--- config.mk ---
export PLATFORM = sky130hd
export DESIGN_NAME = score_bcd
export DESIGN_NICKNAME = d
export VERILOG_FILES = /design/src/rtl/score_bcd.sv
export SDC_FILE = /design/constraint.sdc
export NUM_CORES = 1
export LEC_CHECK = 0
export CORE_MARGIN = 4
export CORE_UTILIZATION = 30
export CTS_BUF_LIST = sky130_fd_sc_hd__clkbuf_2
export DETAILED_ROUTE_END_ITERATION = 7
export REMOVE_ABC_BUFFERS = 1
export SYNTH_ARGS = -nofsm -noshare
export SYNTH_HDL_FRONTEND = slang
export SYNTH_SLANG_ARGS = --single-unit
export TNS_END_PERCENT = 30
--- constraint.sdc ---
create_clock -name clk -period 3 [get_ports clk]
set_input_delay 0.6 -clock clk [delete_from_list [all_inputs] [get_ports clk]]
set_output_delay 0.6 -clock clk [all_outputs]
set_load 0.005 [all_outputs]
--- src/rtl/score_bcd.sv ---
// score_bcd: iterative binary-to-packed-BCD converter for the score display.
// Watches the binary input and reconverts it whenever it differs from the last
// converted value, or when a refresh pulse arrives. Conversion uses the
// shift-and-add-3 (double-dabble) method, one input bit per clock.
// bcd/blank/ovf are only written in the DONE state, so the display never sees
// a partially converted value.
//
// Handshake: there is no ready. A trigger (bin != last, or refresh) is only
// sampled in IDLE. busy is high from the edge after the trigger until done
// pulses. done is a one-cycle pulse marking the cycle in which the new
// bcd/blank/ovf values first appear. Triggers seen during CONV/DONE are not
// queued; bin is compared against the value actually converted once IDLE is
// reached again.
module score_bcd #(
  parameter int WIDTH   = 16,
  parameter int MAX_VAL = 9999
) (
  input  logic             clk,
  input  logic             rst,
  input  logic [WIDTH-1:0] bin,
  input  logic             refresh,
  output logic [15:0]      bcd,
  output logic [3:0]       blank,
  output logic             ovf,
  output logic             busy,
  output logic             done,
  output logic [1:0]       dbg_state
);

  localparam int CNT_W = $clog2(WIDTH + 1);
  localparam logic [CNT_W-1:0] LAST_CNT = CNT_W'(WIDTH - 1);
  localparam logic [WIDTH-1:0] MAX_W    = WIDTH'(MAX_VAL);

  typedef enum logic [1:0] {
    IDLE = 2'd0,
    CONV = 2'd1,
    DONE = 2'd2
  } state_t;

  state_t           r_state;
  logic [WIDTH-1:0] r_last;
  logic [WIDTH-1:0] r_sr;
  logic [15:0]      r_acc;
  logic             r_ovf_next;
  logic [CNT_W-1:0] r_cnt;

  logic             w_trigger;
  logic             w_over;
  logic [WIDTH-1:0] w_clamped;
  logic [15:0]      w_adj;
  logic [3:0]       w_blank;

  // Trigger and clamp decisions; the clamp uses the full input width.
  always_comb begin
    w_trigger = (bin != r_last) || refresh;
    w_over    = (bin > MAX_W);
    w_clamped = w_over ? MAX_W : bin;
  end

  // Add 3 to every accumulator digit >= 5, all digits judged on pre-shift values.
  always_comb begin
    w_adj = r_acc;
    for (int d = 0; d < 4; d++) begin
      if (r_acc[4*d +: 4] >= 4'd5) begin
        w_adj[4*d +: 4] = r_acc[4*d +: 4] + 4'd3;
      end
    end
  end

  // Leading-zero mask from the finished accumulator; digit 0 is never blanked.
  always_comb begin
    w_blank    = 4'b0000;
    w_blank[3] = (r_acc[15:12] == 4'd0);
    w_blank[2] = w_blank[3] && (r_acc[11:8] == 4'd0);
    w_blank[1] = w_blank[2] && (r_acc[7:4] == 4'd0);
    w_blank[0] = 1'b0;
  end

  // Conversion FSM with registered display outputs.
  always_ff @(posedge clk or posedge rst) begin
    if (rst) begin
      r_state    <= IDLE;
      r_last     <= '0;
      r_sr       <= '0;
      r_acc      <= '0;
      r_ovf_next <= 1'b0;
      r_cnt      <= '0;
      bcd        <= 16'h0000;
      blank      <= 4'b1110;
      ovf        <= 1'b0;
      busy       <= 1'b0;
      done       <= 1'b0;
    end else begin
      done <= 1'b0;
      case (r_state)
        IDLE: begin
          if (w_trigger) begin
            r_last     <= bin;
            r_sr       <= w_clamped;
            r_ovf_next <= w_over;
            r_acc      <= '0;
            r_cnt      <= '0;
            busy       <= 1'b1;
            r_state    <= CONV;
          end
        end
        CONV: begin
          {r_acc, r_sr} <= {w_adj, r_sr} << 1;
          r_cnt         <= r_cnt + 1'b1;
          if (r_cnt == LAST_CNT) begin
            r_state <= DONE;
          end
        end
        DONE: begin
          bcd     <= r_acc;
          blank   <= w_blank;
          ovf     <= r_ovf_next;
          done    <= 1'b1;
          busy    <= 1'b0;
          r_state <= IDLE;
        end
        default: begin
          r_state <= IDLE;
        end
      endcase
    end
  end

  assign dbg_state = r_state;

endmodule

# [Word-level counts from Yosys, hierarchy flattened]
# Cells that the tools add are included.
[totals] output_inout_bits=25 input_bits=19 regBits=78
[op_classes] magnitude_cmp=5 mux=17 n_addsub=5 n_reduce_logical=13 eq_ne=6
[op_table] operator="case mux 16 bit (2 select lines)" count=2
[op_table] operator="two-way mux 16 bit" count=3
[op_table] operator="greater-or-equal comparator 4 x 3 -> 1 bit (second input constant)" count=4
[op_table] operator="greater-than comparator 16 x 14 -> 1 bit (second input constant)" count=1
[op_table] operator="!= test 16 bit" count=1
[op_table] operator="adder 4 x 2 -> 4 bit (second input constant)" count=3
[op_table] operator="zero test 4 bit" count=3
[op_table] operator="two-way mux 4 bit" count=3
[op_table] operator="case mux 5 bit (2 select lines)" count=1
[op_table] operator="AND reduction 2 bit" count=4
[op_table] operator="adder 5 x 1 -> 5 bit (second input constant)" count=1
[op_table] operator="== test 5 x 4 -> 1 bit (second input constant)" count=1
[op_table] operator="two-way mux 5 bit" count=1
[op_table] operator="two-way mux 2 bit" count=2
[op_table] operator="!= test 2 bit (second input constant)" count=2
[op_table] operator="case mux 2 bit (2 select lines)" count=1
[op_table] operator="nonzero test 2 bit" count=2
[op_table] operator="adder 3 x 2 -> 3 bit (second input constant)" count=1
[op_table] operator="two-way mux 3 bit" count=1
[op_table] operator="== test 2 x 1 -> 1 bit (second input constant)" count=1
[op_table] operator="== test 2 bit (second input constant)" count=1
[op_table] operator="logical AND 1 bit" count=2
[op_table] operator="zero test 2 bit" count=1
[op_table] operator="two-way mux 1 bit" count=2
[op_table] operator="2 further kinds" count=2

# [Logic depth before layout (Yosys ltp)]
[depth] word_depth=4 ltp_mapped=8 depth_no_buf=7

# [Least setup slack after synthesis]
# Ideal clock, no wire load.
[synth_path] kind="input to register" startpoint="input port bin[0]" endpoint="register r_last[0]" path_stages=6 setup_ns=0.125 slack_ns=0.805 arrival_time_ns=2.070 path_cell_list="xor2_1 > nor4_2 > o2111ai_1 > o21ai_2 > buf_4 > mux2_2"
[synth_between] elab_chain_len=3
[synth_rtl] element="start: declaration" line_no="20" text="input logic [WIDTH-1:0] bin,"
[synth_rtl] element="!= test 16 bit" line_no="55" text="w_trigger = (bin != r_last) || refresh;"
[synth_rtl] element="logical OR 1 bit" line_no="55"
[synth_rtl] element="AND reduction 2 bit (no source line)"
[synth_rtl] element="end signal: assignment" line_no="98" text="r_last <= bin;"
[synth_rtl] element="end: declaration" line_no="41" text="logic [WIDTH-1:0] r_last;"
# Parallel ways exist; a longest one is shown, timed or not.
# A chain may end at the register's enable or synchronous reset.

# [Worst setup path after layout]
[layout_path] startpoint="input port bin[6]" endpoint="register r_acc[9]"
[layout_between] elab_chain_len=4
[layout_rtl] element="!= test 16 bit" line_no="55"
[layout_rtl] element="logical OR 1 bit" line_no="55"
[layout_rtl] element="!= test 2 bit (no source line)"
[layout_rtl] element="AND reduction 2 bit (no source line)"
[layout_rtl] element="end signal: assignment" line_no="108" text="{r_acc, r_sr} <= {w_adj, r_sr} << 1;"
[layout_rtl] element="end: declaration" line_no="43" text="logic [15:0] r_acc;"
# No other way between the ends.

==> flow_summary_export.csv <==
group,metric,value,unit
route,post_drt_wl_per_cell,14.08,microns
power,clkPwrFrac,18.6,%
worst_setup_path,critPathRequiredTime,3.48,ns
power,p_comb_share,38.7,%
timing,finalCritPeriodShare,78.16,%
yosys,yosysSeqAreaShare,51.31,%
power,p_switching,0.001320,W
worst_setup_path,r2r-end,"r_acc[9]",
yosys,synth_area,3811,sq um
timing,slew_violations,0,
finish,fin_util,38.43,%
placement,place_congestion,0.8288,
global_route,grt_overflow_total,0,
timing,setup_violations,0,
yosys,ys_types,47,
yosys,synthFlopType,"dfrtp_1",
power,max-vdd-ir-drop,393.8,uV
global_route,antenna_found_initial,0,
floorplanning,die_h,120.7,microns
power,power_frac_seq,42.7,%
worst_setup_path,r2r_slack,0.81,ns
yosys,ys_ff_latch,78,
yosys,synth.avg_cell_area,11.48,sq um
timing,relSlewSlack,43.47,%
power,sw_frac_of_total,33.02,%
floorplanning,rows,40,
floorplanning,start_util,31.21,%
floorplanning,core-area,12210,sq um
finish,final_nets,422,
timing,fin_tns_setup,0,ns
power,power.internal,0.002677,W
worst_setup_path,startpoint_type,"primary input",
route,wl_met2,3.894,mm
worst_setup_path,r2r_cells,6,
route,route.top_layer_used,"met4",
timing,min_period,2.345,ns
route,wl_met1,3.497,mm
route,vias,2666,
worst_setup_path,cp.arrival,2.82,ns
global_route,grt_pass1_vias,2733,
route,viasPerCell,4.727,
route,wl_met3,475,microns
floorplanning,die_area,14570,sq um
worst_setup_path,r2r-start,"r_last[6]",
timing,fin_worst_skew,0.04192,ns
clocking,hold_buffers,0,
min_path,hold_path.class,"in -> async",
clocking,root_buffer,"clkbuf_2",
clocking,cts.sinks,78,
timing,hold_viol,0,
placement,dpl.hpwl,5.844,mm
clocking,clk_latency,0.56,ns
clocking,cts_resized,0,
clocking,clkTransAtPathRegs,0.25,ns
finish,area_delta_synth_final,23.15,%
global_route,grt_max_degree,31,
floorplanning,io_pins,44,
timing,worstMarginPinSlew,0.8479,ns
clocking,htree_num_levels,3,
route,postRouteAntennaNets,0,
route,drt-total-wl,7.941,mm
power,power.total,0.003997,W
finish,drive_above_1_share,23.74,%
route,drc,0,
clocking,cts_tree,"done",
worst_setup_path,end_kind,"register",
floorplanning,fp.dieW,120.7,microns
worst_setup_path,cp_max_fo,15,
power,p_per_area,851.7,nW/um^2
route,first_pass_iters,5,
clocking,numCtsBuffers,9,
yosys,synth_edf_count,0,
timing,max_freq,0.4265,GHz
power,leakage,2.048,nW
finish,final_cells,564,
placement,place_inst,548,
worst_setup_path,critical_path_class,"in -> reg",
placement,port_buffers,42,
yosys,async_flop_share,100.0,%
finish,num_antenna_cells,0,
clocking,cts_buffer_depth,2,
clocking,cts_setup_buffers,0,
job,cap_violations,0,
route,drtIter0Drc,144,
yosys,yosys_warnings,0,
global_route,grt_usage,11.75,%
global_route,grt_pass1_wl,13.48,mm
timing,rsz0062_at_grt,"false",
run_status,status,"complete, no violations",
yosys,synthCells,332,
## synthesized netlist by cell type (2+ instances only)
| cell | n | area, sq um |
|---|---|---|
| nor2_1 | 20 | 75.07 |
| o21ai_0 | 20 | 100.1 |
| clkbuf_1 | 6 | 22.52 |
| nand2_1 | 35 | 131.4 |
| mux2_2 | 34 | 382.9 |
| buf_6 | 2 | 22.52 |
| ha_1 | 12 | 150.1 |
| dfstp_2 | 3 | 78.83 |
| o22ai_2 | 5 | 62.56 |
| a21oi_1 | 16 | 80.08 |
| o22ai_1 | 3 | 18.77 |
| xor2_1 | 11 | 96.34 |
| a22o_1 | 7 | 61.31 |
| nor3_1 | 2 | 10.01 |
| a21o_1 | 2 | 15.01 |
| inv_1 | 14 | 52.55 |
| xnor2_1 | 12 | 105.1 |
| nor3b_1 | 3 | 22.52 |
| o2bb2ai_1 | 2 | 17.52 |
| and3_1 | 2 | 12.51 |
| mux2_4 | 5 | 75.07 |
| buf_4 | 2 | 15.01 |
| a21oi_2 | 4 | 35.03 |
| a31oi_1 | 4 | 25.02 |
| nand3_1 | 3 | 15.01 |
| mux2i_1 | 2 | 20.02 |
| nand2b_1 | 4 | 25.02 |
| o31a_1 | 2 | 17.52 |
| nor4_2 | 2 | 25.02 |
| dfrtp_1 | 75 | 1877 |
| o31ai_1 | 2 | 15.01 |
## sequential cells by signal, summed over array words and instances, names as in the netlist
register,flops
done,1
r_sr,16
r_last,16
blank,3
bcd,16
r_cnt,5
r_ovf_next,1
dbg_state,2
ovf,1
r_acc,16
busy,1
## layer usage
layer	up-vias	track usage, %
met2	72	19.52
met4	0	3.045
met5	-	0
met1	1308	14.32
met3	7	4.537
li1	1279	-
## placed cells by master, fill, tap and decap left out, drive strengths merged, types with 14 or more instances in the layout
master	n
a21oi	20
buf	19
clkdlybuf4s50	42
dfrtp	75
inv	14
mux2	39
nand2	35
nor2	20
o21ai	21
## cells by family (layout without fill, tap and decap cells)
kind of cell / after synthesis / after routing / share of synthesized area (%)
DFF: 78 / 78 / 51.31
and+or+nand+nor: 77 / 77 / 9.521
AOI/OAI and AO/OA: 72 / 72 / 13.13
muxes: 42 / 42 / 13.13
buffers and inverters: 27 / 91 / 3.578
xor gates and xnor gates: 23 / 23 / 5.286
adders and majority gates: 12 / 12 / 3.939
other: 1 / 1 / 0.09840
## area by class of cell
type / count / area (sq um)
inverter: 14 / 52.55
timing repair buffer: 61 / 588.1
clock inverter: 7 / 122.6
sequential: 78 / 1956
multi-input combinational: 227 / 1719
fill: 1284 / 7518
tap: 168 / 210.2
clock buffer: 9 / 45.04
## through the flow
stage               setup slack [ns]  area (sq um)  hold WS (ns)
floorplan                     0.4099          3727        0.4482
finish                        0.6553          4693        0.3302
detailed placement           0.07728          4526        0.4520
global route                  0.6176          4693        0.2890
global placement              0.1346          4526        0.4483
CTS                           0.6761          4693        0.3001
## power by group through the flow
stage          Clock (W)  Combinational [W]  Sequential (W)
2_1_floorplan          0            0.00103         0.00169
3_3_place_gp           0            0.00153         0.00172
3_5_place_dp           0            0.00157         0.00173
4_1_cts         0.000777            0.00157         0.00171
5_1_grt         0.000823            0.00172         0.00176
6_report        0.000743            0.00155         0.00171
## worst max-delay path, cell delays in order
cell,delay [ns]
clkdlybuf4s50_1,0.51
xor2_1,0.20
nor3_1,0.29
o2111ai_1,0.20
o31a_1,0.55
buf_4,0.31
o22ai_1,0.16
## how the worst max path moves through the flow
| stage | from | cells past startpoint | slack (ns) | endpoint |
|---|---|---|---|---|
| final | bin[6] | 7 | 0.66 | r_acc[9] |
| after global routing | dbg_state[0] | 2 | 0.62 | dbg_state[0] |
| after CTS | dbg_state[0] | 2 | 0.68 | dbg_state[0] |
| after detailed placement | bin[6] | 7 | 0.08 | r_acc[9] |
| after global placement | bin[6] | 6 | 0.13 | r_sr[13] |
| after floorplan | rst | 1 | 0.41 | bcd[0] |
No activity file was read; power rests on OpenSTA's default activity.
